`src/rtl/drm_fifo_pkg.sv`:
```
// drm_fifo_pkg
// Shared constants and types for the DRM-backed FWFT FIFO controller and the
// drm_32x1024 RAM model it drives.
//   DRM_DATA_WIDTH   default stream / RAM word width
//   DRM_ADDR_WIDTH   default RAM address width
//   DRM_DEPTH        default RAM depth (2**DRM_ADDR_WIDTH)
//   DRM_AFULL_THRESH default almost-full level
//   BUF_CNT_WIDTH    width of the output prefetch buffer occupancy
//   ptr_t            RAM address / pointer type at the default width
//   buf_cnt_t        output buffer occupancy type
package drm_fifo_pkg;

    localparam int unsigned DRM_DATA_WIDTH   = 32;
    localparam int unsigned DRM_ADDR_WIDTH   = 10;
    localparam int unsigned DRM_DEPTH        = 2 ** DRM_ADDR_WIDTH;
    localparam int unsigned DRM_AFULL_THRESH = 1008;

    // Prefetch buffer holds at most 2 words, so occupancy needs 2 bits.
    localparam int unsigned BUF_CNT_WIDTH = 2;
    localparam int unsigned BUF_ENTRIES   = 2;

    typedef logic [DRM_ADDR_WIDTH-1:0] ptr_t;
    typedef logic [BUF_CNT_WIDTH-1:0]  buf_cnt_t;

endpackage

```
`src/rtl/drm_fifo_obuf.sv`:
```
// drm_fifo_obuf
// Two-entry ordered capture/output buffer that absorbs the RAM read latency.
// Words arrive on in_valid/in_data (no back-pressure: the issuing logic never
// launches a read unless a slot is guaranteed) and leave on a valid/ready port.
// Implemented as a head register (always the oldest word) plus a tail register.
//   clk, rst_n     clock, asynchronous active-low reset
//   in_valid       capture strobe (RAM data returning this cycle)
//   in_data        word to capture
//   out_valid      buffer holds at least one word
//   out_ready      downstream accepts the head word
//   out_data       head word, held stable while out_valid & ~out_ready
//   occupancy      current number of words held (0..2)
module drm_fifo_obuf
    import drm_fifo_pkg::*;
#(
    parameter int unsigned DATA_WIDTH = DRM_DATA_WIDTH
) (
    input  logic                  clk,
    input  logic                  rst_n,
    input  logic                  in_valid,
    input  logic [DATA_WIDTH-1:0] in_data,
    output logic                  out_valid,
    input  logic                  out_ready,
    output logic [DATA_WIDTH-1:0] out_data,
    output buf_cnt_t              occupancy
);

    logic [DATA_WIDTH-1:0] head_q, head_d;
    logic [DATA_WIDTH-1:0] tail_q, tail_d;
    buf_cnt_t              occ_q, occ_d;
    logic                  pop;

    assign out_valid = (occ_q != '0);
    assign out_data  = head_q;
    assign occupancy = occ_q;
    assign pop       = out_valid & out_ready;

    always_comb begin
        head_d = head_q;
        tail_d = tail_q;
        occ_d  = occ_q;
        case (occ_q)
            2'd0: begin
                if (in_valid) begin
                    head_d = in_data;
                    occ_d  = 2'd1;
                end
            end
            2'd1: begin
                case ({pop, in_valid})
                    2'b11:   head_d = in_data;
                    2'b10:   occ_d  = 2'd0;
                    2'b01: begin
                        tail_d = in_data;
                        occ_d  = 2'd2;
                    end
                    default: ;
                endcase
            end
            2'd2: begin
                // A capture without a pop cannot happen when full: the issue
                // check guarantees a free slot for every in-flight read.
                if (pop) begin
                    head_d = tail_q;
                    if (in_valid) begin
                        tail_d = in_data;
                    end else begin
                        occ_d = 2'd1;
                    end
                end
            end
            default: ;
        endcase
    end

    always_ff @(posedge clk or negedge rst_n) begin
        if (!rst_n) begin
            head_q <= '0;
            tail_q <= '0;
            occ_q  <= '0;
        end else begin
            head_q <= head_d;
            tail_q <= tail_d;
            occ_q  <= occ_d;
        end
    end

endmodule

```
`src/rtl/drm_fifo_ctrl.sv`:
```
// drm_fifo_ctrl
// Single-clock first-word-fall-through FIFO controller for the drm_32x1024
// simple dual-port RAM. Writes go straight to the RAM; reads are issued ahead
// into a 2-entry prefetch buffer so the 1-cycle RAM latency is hidden and
// 1 word/cycle streaming is sustained. Capacity is DEPTH + 2 words.
//   clk, rst_n                 clock, asynchronous active-low reset
//   s_valid, s_ready, s_data   write stream
//   m_valid, m_ready, m_data   read stream (FWFT)
//   ram_wr_en/addr/data        RAM write port (combinational)
//   ram_rd_addr                RAM read address (registered read pointer)
//   ram_rd_data                RAM read data, one cycle after ram_rd_addr
//   count                      words held in RAM + in flight + buffer
//   almost_full                count >= AFULL_THRESH (registered)
//   empty                      count == 0
module drm_fifo_ctrl
    import drm_fifo_pkg::*;
#(
    parameter int unsigned DATA_WIDTH   = DRM_DATA_WIDTH,
    parameter int unsigned ADDR_WIDTH   = DRM_ADDR_WIDTH,
    parameter int unsigned AFULL_THRESH = DRM_AFULL_THRESH
) (
    input  logic                  clk,
    input  logic                  rst_n,
    input  logic                  s_valid,
    output logic                  s_ready,
    input  logic [DATA_WIDTH-1:0] s_data,
    output logic                  m_valid,
    input  logic                  m_ready,
    output logic [DATA_WIDTH-1:0] m_data,
    output logic [DATA_WIDTH-1:0] ram_wr_data,
    output logic [ADDR_WIDTH-1:0] ram_wr_addr,
    output logic                  ram_wr_en,
    output logic [ADDR_WIDTH-1:0] ram_rd_addr,
    input  logic [DATA_WIDTH-1:0] ram_rd_data,
    output logic [ADDR_WIDTH+1:0] count,
    output logic                  almost_full,
    output logic                  empty
);

    localparam int unsigned           DEPTH     = 2 ** ADDR_WIDTH;
    localparam logic [ADDR_WIDTH:0]   RAM_FULL  = (ADDR_WIDTH + 1)'(DEPTH);
    localparam logic [ADDR_WIDTH+1:0] AFULL_LVL = (ADDR_WIDTH + 2)'(AFULL_THRESH);

    logic [ADDR_WIDTH-1:0] wptr_q, wptr_d;
    logic [ADDR_WIDTH-1:0] rptr_q, rptr_d;
    // Words written to RAM but not yet read-issued.
    logic [ADDR_WIDTH:0]   ram_cnt_q, ram_cnt_d;
    logic [ADDR_WIDTH+1:0] count_q, count_d;
    logic                  afull_q;
    logic                  pend_q;

    logic     push, pop, issue;
    buf_cnt_t buf_cnt;
    buf_cnt_t buf_post_pop;
    logic [BUF_CNT_WIDTH:0] buf_committed;

    // Write path.
    assign s_ready     = (ram_cnt_q != RAM_FULL);
    assign push        = s_valid & s_ready;
    assign ram_wr_en   = push;
    assign ram_wr_addr = wptr_q;
    assign ram_wr_data = s_data;

    // Read issue: use the occupancy left after this cycle's pop so a word can
    // be issued every cycle while the consumer keeps draining.
    assign pop           = m_valid & m_ready;
    assign buf_post_pop  = buf_cnt - buf_cnt_t'(pop);
    assign buf_committed = {1'b0, buf_post_pop} + {{BUF_CNT_WIDTH{1'b0}}, pend_q};
    assign issue         = (ram_cnt_q != '0) &&
                           (buf_committed < (BUF_CNT_WIDTH + 1)'(BUF_ENTRIES));
    assign ram_rd_addr   = rptr_q;

    drm_fifo_obuf #(
        .DATA_WIDTH (DATA_WIDTH)
    ) u_obuf (
        .clk       (clk),
        .rst_n     (rst_n),
        .in_valid  (pend_q),
        .in_data   (ram_rd_data),
        .out_valid (m_valid),
        .out_ready (m_ready),
        .out_data  (m_data),
        .occupancy (buf_cnt)
    );

    always_comb begin
        wptr_d    = wptr_q;
        rptr_d    = rptr_q;
        ram_cnt_d = ram_cnt_q;
        count_d   = count_q;

        if (push) begin
            wptr_d = wptr_q + ADDR_WIDTH'(1);
        end
        if (issue) begin
            rptr_d = rptr_q + ADDR_WIDTH'(1);
        end

        case ({push, issue})
            2'b10:   ram_cnt_d = ram_cnt_q + (ADDR_WIDTH + 1)'(1);
            2'b01:   ram_cnt_d = ram_cnt_q - (ADDR_WIDTH + 1)'(1);
            default: ;
        endcase

        case ({push, pop})
            2'b10:   count_d = count_q + (ADDR_WIDTH + 2)'(1);
            2'b01:   count_d = count_q - (ADDR_WIDTH + 2)'(1);
            default: ;
        endcase
    end

    always_ff @(posedge clk or negedge rst_n) begin
        if (!rst_n) begin
            wptr_q    <= '0;
            rptr_q    <= '0;
            ram_cnt_q <= '0;
            count_q   <= '0;
            afull_q   <= 1'b0;
            pend_q    <= 1'b0;
        end else begin
            wptr_q    <= wptr_d;
            rptr_q    <= rptr_d;
            ram_cnt_q <= ram_cnt_d;
            count_q   <= count_d;
            afull_q   <= (count_d >= AFULL_LVL);
            // RAM output is valid one cycle after the address is sampled.
            pend_q    <= issue;
        end
    end

    assign count       = count_q;
    assign almost_full = afull_q;
    assign empty       = (count_q == '0);

endmodule

```
`config.mk`:
```
export PLATFORM = sky130hd
export DESIGN_NAME = drm_fifo_ctrl
export DESIGN_NICKNAME = d
export VERILOG_FILES = /design/src/rtl/drm_fifo_pkg.sv /design/src/rtl/drm_fifo_obuf.sv /design/src/rtl/drm_fifo_ctrl.sv
export SDC_FILE = /design/constraint.sdc
export NUM_CORES = 1
export LEC_CHECK = 0
export ABC_AREA = 1
export BUFFER_PORTS_ARGS = -buffer_cell sky130_fd_sc_hd__buf_2
export CAP_MARGIN = 20
export CELL_PAD_IN_SITES_DETAIL_PLACEMENT = 1
export CELL_PAD_IN_SITES_GLOBAL_PLACEMENT = 2
export CORE_MARGIN = 5
export CORE_UTILIZATION = 30
export CTS_BUF_LIST = sky130_fd_sc_hd__clkbuf_16
export CTS_CLUSTER_DIAMETER = 30
export DETAILED_ROUTE_END_ITERATION = 16
export MAX_ROUTING_LAYER = met4
export PLACE_DENSITY = 0.76
export SETUP_SLACK_MARGIN = 0.4
export SYNTH_ARGS = -nofsm -noshare
export SYNTH_HDL_FRONTEND = slang
export SYNTH_SLANG_ARGS = --single-unit
```
`constraint.sdc`:
```
create_clock -name clk -period 6.7 [get_ports clk]
set_clock_uncertainty 0.15 [all_clocks]
set_input_delay 0.335 -clock clk [delete_from_list [all_inputs] [get_ports clk]]
set_output_delay 0.335 -clock clk [all_outputs]
set_load 0.02 [all_outputs]
```
Word level (Yosys, flattened, before mapping):

Index checks and enable logic that the tools add are counted.

* word-level logic and storage cells: 63
* bits in registers: 111

* muxes and demuxes: 14
* eq/ne operators: 17
* magnitude comparators: 2
* reductions and logical operators: 11
* bitwise gates (word level): 2
* add/subtract/negate cells: 8

Operator list (count)
* 32-bit two-way mux: 5
* 32-bit case mux with 3 select lines: 1
* 32-bit case mux with 2 select lines: 1
* 12-bit case mux with 2 select lines: 1
* 11-bit case mux with 2 select lines: 1
* 10-bit by 1-bit adder with 10-bit output, second input constant: 2
* 12-bit by 1-bit adder with 12-bit output, second input constant: 1
* 12-bit by 10-bit greater-or-equal comparator with 1-bit output, second input constant: 1
* 12-bit logical NOT: 1
* 12-bit by 1-bit subtractor with 12-bit output, second input constant: 1
* 11-bit by 1-bit adder with 11-bit output, second input constant: 1
* 11-bit inequality test, second input constant: 1
* 11-bit nonzero test: 1
* 11-bit by 1-bit subtractor with 11-bit output, second input constant: 1
* 2-bit == test, second input constant: 5
* 2-bit inequality test, second input constant: 5
* 2-bit by 1-bit == test with 1-bit output, second input constant: 4
* 4-bit AND reduction: 2
* 2-bit two-way mux: 3
* 2-bit case mux with 3 select lines: 1
* 2-bit nonzero test: 3
* 5-bit AND reduction: 1
* 2-bit case mux with 2 select lines: 1
* 2-bit by 1-bit adder with 3-bit output: 1
* 8 further kinds: 9

Logic depth before layout (Yosys ltp):

Gate-level depths: netlist of run 1.

* word-level depth: 8
* depth in mapped cells: 19

Hierarchy:

Synthesis of run 1 repeated with hierarchy kept, for this count alone.

* cell total of the unflattened synthesis: 896
* area, all modules: 6590.1 µm²

By module, submodules not included
* drm_fifo_ctrl: area an instance 3553.4 µm², times used 1, cells an instance 495
* drm_fifo_obuf: area an instance 3036.7 µm², times used 1, cells an instance 401

Worst setup path after synthesis of run 1:

Ideal clock, no wire load.

* path kind: register to register
* start: register u_obuf.occ_q[0] (netlist: u_obuf.occupancy[0])
* end: register ram_cnt_q[5]
* data arrival time: 3.187 ns
* required time: 6.417 ns
* path slack: 3.230 ns
* cell stages (with the launch flop): 18
* cells stage by stage: dfrtp_1 nor2_1 nor2_1 ha_1 o22ai_1 a21oi_1 nand2_1 inv_1 buf_2 ha_1 ha_1 inv_1 o21ai_0 or2_2 a21o_1 or2_2 nand3_1 o21ai_0

* cells in the longest elaborated chain, start to end: 8
* elaborated cells between the ends (all ways): 10
* those cells by class: add/sub: 2; order compare: 1; eq/ne: 2; mux: 1; bitwise: 1; reduce/logical: 3

RTL lines
* start: declaration: line drm_fifo_obuf.sv:30 `buf_cnt_t occ_q, occ_d;`
* start signal: assignment: line drm_fifo_obuf.sv:80 `occ_q <= '0;`
* start signal: assignment: line drm_fifo_obuf.sv:84 `occ_q <= occ_d;`
* 2-bit nonzero test: line drm_fifo_obuf.sv:33 `assign out_valid = (occ_q != '0);`
* 1-bit bitwise AND: line drm_fifo_ctrl.sv:66 `assign pop = m_valid & m_ready;`
* 2-bit by 1-bit subtractor with 2-bit output *: line drm_fifo_ctrl.sv:67 `assign buf_post_pop = buf_cnt - buf_cnt_t'(pop);`
* 2-bit by 1-bit adder with 3-bit output *: line drm_fifo_ctrl.sv:68 `assign buf_committed = {1'b0, buf_post_pop} + {{BUF_CNT_WIDTH{1'b0}}, pend_q};`
* 3-bit by 2-bit less-than comparator with 1-bit output *: line drm_fifo_ctrl.sv:70 `(buf_committed < (BUF_CNT_WIDTH + 1)'(BUF_ENTRIES));`
* 1-bit logical AND *: line drm_fifo_ctrl.sv:69 `assign issue = (ram_cnt_q != '0) &&`
* named net issue: line drm_fifo_ctrl.sv:52 `logic push, pop, issue;`
* 2-bit by 1-bit == test with 1-bit output / 2-bit == test (equally long branches): line drm_fifo_ctrl.sv:99 `case ({push, issue})`
* 11-bit case mux with 2 select lines / 2-bit nonzero test (equally long branches)
* end signal: assignment: line drm_fifo_ctrl.sv:123 `ram_cnt_q <= ram_cnt_d;`
* end: declaration: line drm_fifo_ctrl.sv:47 `logic [ADDR_WIDTH:0] ram_cnt_q, ram_cnt_d;`

Mark *: on every way through the listed nets, which the timed path passes. The rest lies on a longest branch.
A chain may end at the register's enable or synchronous reset.

Worst setup path in the final report of run 1:

* start: register u_obuf.occ_q[0] (netlist: u_obuf.occupancy[0])
* end: register ram_cnt_q[5]

* cells in the longest elaborated chain, start to end: 8
* elaborated cells between the ends (all ways): 10
* those cells by class: add/sub: 2; order compare: 1; eq/ne: 2; mux: 1; bitwise: 1; reduce/logical: 3

RTL lines (line)
* 2-bit nonzero test: drm_fifo_obuf.sv:33
* 1-bit bitwise AND: drm_fifo_ctrl.sv:66
* 2-bit by 1-bit subtractor with 2-bit output *: drm_fifo_ctrl.sv:67
* 2-bit by 1-bit adder with 3-bit output *: drm_fifo_ctrl.sv:68
* 3-bit by 2-bit less-than comparator with 1-bit output *: drm_fifo_ctrl.sv:70
* 1-bit logical AND *: drm_fifo_ctrl.sv:69
* 2-bit by 1-bit == test with 1-bit output / 2-bit == test (equally long branches): drm_fifo_ctrl.sv:99
* 11-bit case mux with 2 select lines / 2-bit nonzero test (equally long branches)

Mark *: on every way between the ends. The rest lies on a longest branch, timed or not.

==> run_results.csv, run 1 <==
group,metric,value,unit
worst_setup_path,rr_worst_depth,16,
cts,path_clk_slew,80,ps
floorplanning,core,20400,um^2
job,maxCapViolCount,0,
floorplanning,rows,52,
sta,max_freq,246,MHz
worst_setup_path,endpoint,"ram_cnt_q[5]",
sta,fin_crit_sh,0.607,
worst_setup_path,crit_fanout,12,
floorplanning,start_util,0.307,
synthesis,yosys.area.top_type_share,0.443,
power_and_ir_drop,ir_worst_vdd,173,uV
sta,fin_tns_setup,0,ps
sta,rsz0062_at_grt,"no",
cells_and_area,nNetsFinal,915,
power_and_ir_drop,power_density,546,nW/um^2
cells_and_area,multi_input_area,2810,um^2
cts,cts_tree,"yes",
power_and_ir_drop,leakage,3.56,nW
sta,hold_viol_final,0,
place,dp.cells,1078,
worst_setup_path,cp_slowest_cell,"ha_1",
run_status,outcome,"complete, no violations",
cts,htreeDepth,3,
detailed_routing,wl_met2,8080,um
synthesis,syn-instance-count,754,
detailed_routing,wl_per_cell,15.5,um
worst_setup_path,crit_chain,"nor2_1, nor2_1, ha_1, o22ai_1, a21oi_1, nand2_1, inv_1, ha_1, ha_1, inv_1, o21ai_0, or2_2, a21o_1, or2_2, nand3_1, o21ai_0",
sta,post-route-min-period,4070,ps
synthesis,synth_edf_count,0,
cts,postCtsHoldBufs,1,
detailed_routing,first_pass_iters,4,
cts,cts.path.max_buffers,2,
worst_setup_path,worst_setup_path_end_kind,"register",
synthesis,synth_largest_area_cell,"dfrtp_1",
synthesis,synthFlopType,"dfrtp_1",
synthesis,yosys-top-cells-area,"dfrtp_1 44%, nand2_1 12%, mux2_2 5.4%",
synthesis,yosys_warnings,0,
cts,cts_resized,0,
grt,grt_pass1_vias,5447,
cells_and_area,drive_gt1_frac,0.202,
cts,clock_latency,360,ps
cts,clock-root-buffer,"clkbuf_16",
grt,grt_start_max_net_pins,65,
cts,cts_buffers,9,
place,gp_congestion,0.768,
worst_setup_path,worst_ep_required_time,6780,ps
grt,grt_pass1_wl,28200,um
sta,slew_headroom,0.418,
detailed_routing,wl_met1,8150,um
grt,antenna_found_initial,1,
cts,post_cts_buffers,0,
synthesis,synth_nets,848,
detailed_routing,vias,5129,
synthesis,synth.most_common_cell,"nand2_1",
worst_setup_path,cp_top_family,"simple AND/OR/NAND/NOR gates",
detailed_routing,drt-total-wl,17000,um
place,place_hpwl,12600,um
worst_setup_path,reg2reg_slack,2630,ps
grt,grt_overflow,0,
floorplanning,dieHeight,155,um
worst_setup_path,critical_path_depth,16,
worst_setup_path,arrival,4150,ps
worst_setup_path,r2r-end,"ram_cnt_q[5]",
place,io_buffers,104,
detailed_routing,highest_layer,"met4",
worst_setup_path,crit_top_cell,"ha_1",
worst_setup_path,crit_start,"u_obuf.occupancy[0]",
synthesis,synthArstFlopShare,1.00,
cts,cts.sinks,111,
detailed_routing,drc_errors,0,
sta,slew_violations,0,
synthesis,avgSynthCellArea,8.32,um^2
worst_setup_path,worstSetupPathType,"register to register",
worst_setup_path,slowest_delay,540,ps
worst_setup_path,start_kind,"register",
sta,worst_pin_slew,872,ps
synthesis,postSynthRegisterBits,111,
detailed_routing,drtIter0Drc,176,
synthesis,syn_area,6270,um^2
cells_and_area,syn_to_final_growth,14.0,%
floorplanning,die_x,155,um
synthesis,yosysSeqAreaShare,0.443,
floorplanning,io_pins,169,
grt,track_usage,0.149,
cells_and_area,nFillCells,2466,
sta,finalSetupViolations,0,
detailed_routing,routed-wl-met3,490,um
synthesis,synth_common_cells,"195 x nand2_1, 111 x dfrtp_1, 85 x inv_1, 63 x nor2_1, 43 x nand3_1",
worst_setup_path,cp_num_buf_inv,2,
detailed_routing,routed_via_density,4.68,
cells_and_area,regArea,2780,um^2
floorplanning,dieArea,23900,um^2
hold_path,min_path_type,"input pin to register",
worst_setup_path,rr_startpoint,"u_obuf.occupancy[0]",
cells_and_area,final_cells,1097,
detailed_routing,final_antenna_net_count,0,
power_and_ir_drop,p_total,0.00390,W
synthesis,yosysUniqueCellTypes,37,
-- layer usage --
metal / vias up / global-route usage
li1: 2560 / -
met1: 2479 / 0.193
met2: 74 / 0.242
met3: 16 / 0.0212
met4: 0 / 0.0475
met5: - / -
-- cells in the final DEF, fill, tap and decap left out, drive strengths merged --
cell	count
mux2	32
inv	92
and2	2
diode	1
a31oi	32
o21bai	2
o21ai	23
dfrtp	111
o31ai	2
bufinv	1
fa	2
xor2	16
nor2	64
nand2	196
nand4	12
a21oi	16
ha	24
clkbuf	9
nand3	43
o22ai	6
clkinv	2
nand3b	1
or2	6
nor4	3
dlygate4sd3	1
buf	108
o211ai	2
nor3	12
xnor2	5
a21o	1
-- final cells by class --
cell class                 instances  share of cell area
clock buffer                       9              0.0315
timing repair buffer             109              0.0805
tap                              270              0.0473
antenna                            1            0.000350
inverter                          88              0.0462
sequential                       111               0.389
multi-input combinational        502               0.393
clock inverter                     7              0.0123
-- power breakdown --
group | switching [W] | internal (W)
clock | 0.000282 | 0.000300
combinational | 0.00133 | 0.000749
sequential | 0.000236 | 0.00101
-- how the worst min path moves through the flow --
stage	start	to	slack, ps	cells after the start
after floorplan	rst_n	almost_full	-110	0
after detailed placement	u_obuf.tail_q[8]	u_obuf.tail_q[8]	330	1
after global placement	u_obuf.tail_q[27]	u_obuf.tail_q[27]	320	1
after CTS	ram_rd_data[8]	u_obuf.tail_q[8]	40	2
after global routing	ram_rd_data[21]	u_obuf.tail_q[21]	50	2
final	ram_rd_data[8]	u_obuf.tail_q[8]	50	2
-- state kept, by name, indices dropped and copies added (netlist names) --
| signal | cells |
|---|---|
| ram_rd_addr | 10 |
| u_obuf.occupancy | 2 |
| ram_cnt_q | 11 |
| pend_q | 1 |
| almost_full | 1 |
| u_obuf.out_data | 32 |
| count | 12 |
| ram_wr_addr | 10 |
| u_obuf.tail_q | 32 |
-- cell families (layout without fill, tap and decap cells) --
logic type      count (synthesis)  after routing  synth area share
fa+ha+maj                      26             26            0.0543
flops                         111            111             0.443
xor+xnor                       21             21            0.0293
mux                            32             32            0.0574
compound gates                 84             84            0.0820
simple gates                  339            339             0.225
buf+inv                       141            213             0.109
other cells                     0              1                 0
-- through the flow --
step	hold WS, ps	area [um^2]	setup slack [ps]	utilization
3_3_place_gp	318	6800	2710	0.333
2_1_floorplan	-111	6270	3230	-
6_report	51.5	7150	2630	0.350
4_1_cts	41.2	7130	2550	0.349
5_1_grt	51.6	7150	2200	0.350
3_5_place_dp	328	6800	2570	0.333
(Power assumes the default switching activity.)
==> inputs of run 2 (changes only) <==
- CORE_UTILIZATION: 30 -> 28
- PLACE_DENSITY: 0.76 -> 0.75
- clock period: 6.7 -> 3.45 ns (I/O delays scaled with it)
==> run_results.csv, run 2 (synthesis gave the netlist of run 1 again) <==
group,metric,value,unit
sta,slew_headroom,0.467,
detailed_routing,first_pass_iters,4,
cts,cts.sinks,111,
grt,grt_start_max_net_pins,65,
floorplanning,io_pins,169,
worst_setup_path,crit_chain,"nor2_1, nand3_1, nor3_2, nand4_1, nand2_4, buf_4, ha_4, buf_8, inv_1, fa_2, nor2_1, nor2_2, o21ai_0, nand2_1, nand3_1, o21ai_0",
cells_and_area,multi_input_area,3260,um^2
cells_and_area,nNetsFinal,976,
sta,max_freq,333,MHz
grt,grt_pass1_wl,29300,um
hold_path,min_path_type,"input pin to register",
cts,htreeDepth,3,
cells_and_area,n_antenna_cell,0,
sta,worst_pin_slew,799,ps
grt,grt_pass1_vias,5681,
cts,clock_latency,360,ps
cells_and_area,most-common-layout-cells,"178 x nand2_1, 109 x dfrtp_1, 103 x buf_2",
detailed_routing,routed_via_density,4.65,
sta,fin_tns_setup,0,ps
worst_setup_path,worstSetupPathType,"register to register",
cells_and_area,regArea,2780,um^2
cts,cts_tree,"yes",
sta,postLayoutSetupSlackWorst,445,ps
place,gp_congestion,0.775,
detailed_routing,drt-total-wl,18100,um
cts,path_clk_slew,80,ps
worst_setup_path,slowest_delay,440,ps
sta,hold_viol_final,0,
place,io_buffers,104,
worst_setup_path,worst_ep_required_time,3520,ps
worst_setup_path,start_kind,"register",
power_and_ir_drop,leakage,3.86,nW
grt,track_usage,0.143,
detailed_routing,wl_per_cell,15.5,um
floorplanning,dieHeight,160,um
detailed_routing,drc_errors,0,
run_status,outcome,"complete, no violations",
worst_setup_path,arrival,3080,ps
worst_setup_path,crit_fanout,6,
floorplanning,die_x,160,um
sta,rsz0062_at_grt,"yes",
sta,whs,141,ps
hold_path,hold_depth,4,
sta,fin_crit_sh,0.871,
detailed_routing,final_antenna_net_count,0,
sta,slew_violations,0,
detailed_routing,vias,5422,
floorplanning,rows,54,
sta,post-route-min-period,3000,ps
cts,clock-root-buffer,"clkbuf_16",
cts,cts.path.max_buffers,2,
sta,finalSetupViolations,0,
floorplanning,dieArea,25500,um^2
job,maxCapViolCount,0,
power_and_ir_drop,power_density,1030,nW/um^2
place,dp_worst_setup_slack,295,ps
cells_and_area,nFillCells,2571,
power_and_ir_drop,p_total,0.00843,W
cells_and_area,drive_gt1_frac,0.311,
power_and_ir_drop,ir_worst_vdd,302,uV
cells_and_area,final_core_util,0.372,
cts,cts_buffers,9,
worst_setup_path,worst_setup_path_end_kind,"register",
grt,antenna_found_initial,0,
cells_and_area,layout_commonest_cell,"nand2_1",
floorplanning,core,22000,um^2
cells_and_area,syn_to_final_growth,30.1,%
worst_setup_path,cp_slowest_cell,"dfrtp_1",
floorplanning,start_util,0.286,
grt,grt_overflow,0,
place,place_hpwl,12400,um
detailed_routing,drtIter0Drc,197,
worst_setup_path,rr_worst_depth,16,
run 2: what timing repair did:
item	in CTS	in global routing
hold buffers	33	0
pin swaps	5	28
gates resized for setup	3	86
hold endpoints to repair	122	0
setup endpoints to repair	4	9
setup buffers	9	17
run 2: layout make-up:
class,count,area share
clock buffers,9,0.0276
multi-input cells,502,0.399
flip-flops and latches,111,0.341
inverters,88,0.0408
repair buffers,170,0.141
well taps,280,0.0429
clock inverters,7,0.00797
run 2: path summary, 6_finish.rpt:
kind | from | endpoint | slack (ps)
setup reg to reg | ram_cnt_q[6] | ram_cnt_q[8] | 450
setup / recovery | ram_cnt_q[6] | ram_cnt_q[8] | 450
min in group asynchronous | rst_n | u_obuf.tail_q[3] | 270
max in group asynchronous | rst_n | count[4] | 2080
hold / removal | s_valid | ram_wr_addr[0] | 140
hold reg to reg | u_obuf.tail_q[27] | u_obuf.tail_q[27] | 350
run 2: per-stage QoR:
stage / cell area (um^2) / cells
final: 8160 / 1167
after global routing: 8160 / 1167
after CTS: 7670 / 1150
after detailed placement: 6950 / 1092
after global placement: 6950 / 1092
after floorplan: 6370 / 754
run 2: per-layer routing:
layer | vias up | GRT usage | share of wire
met3 | 16 | 0.0191 | 0.023
li1 | 2670 | - | -
met4 | 0 | 0.0414 | 0.014
met5 | - | - | 0
met1 | 2682 | 0.172 | 0.45
met2 | 54 | 0.250 | 0.51
run 2: worst max-delay path, delay by kind of cell (launching register included):
kind / cells / cell delay, ps
AND/OR/NAND/NOR: 9 / 1140
adder cells (fa/ha/maj): 2 / 580
flip-flops: 1 / 440
buffers and inverters: 3 / 340
AO/OA/AOI/OAI: 2 / 230
run 2: power by group:
part / internal (W) / switching [W]
clock network: 0.000507 / 0.000543
logic: 0.00203 / 0.00287
registers: 0.00196 / 0.000517
total: 0.00450 / 0.00393
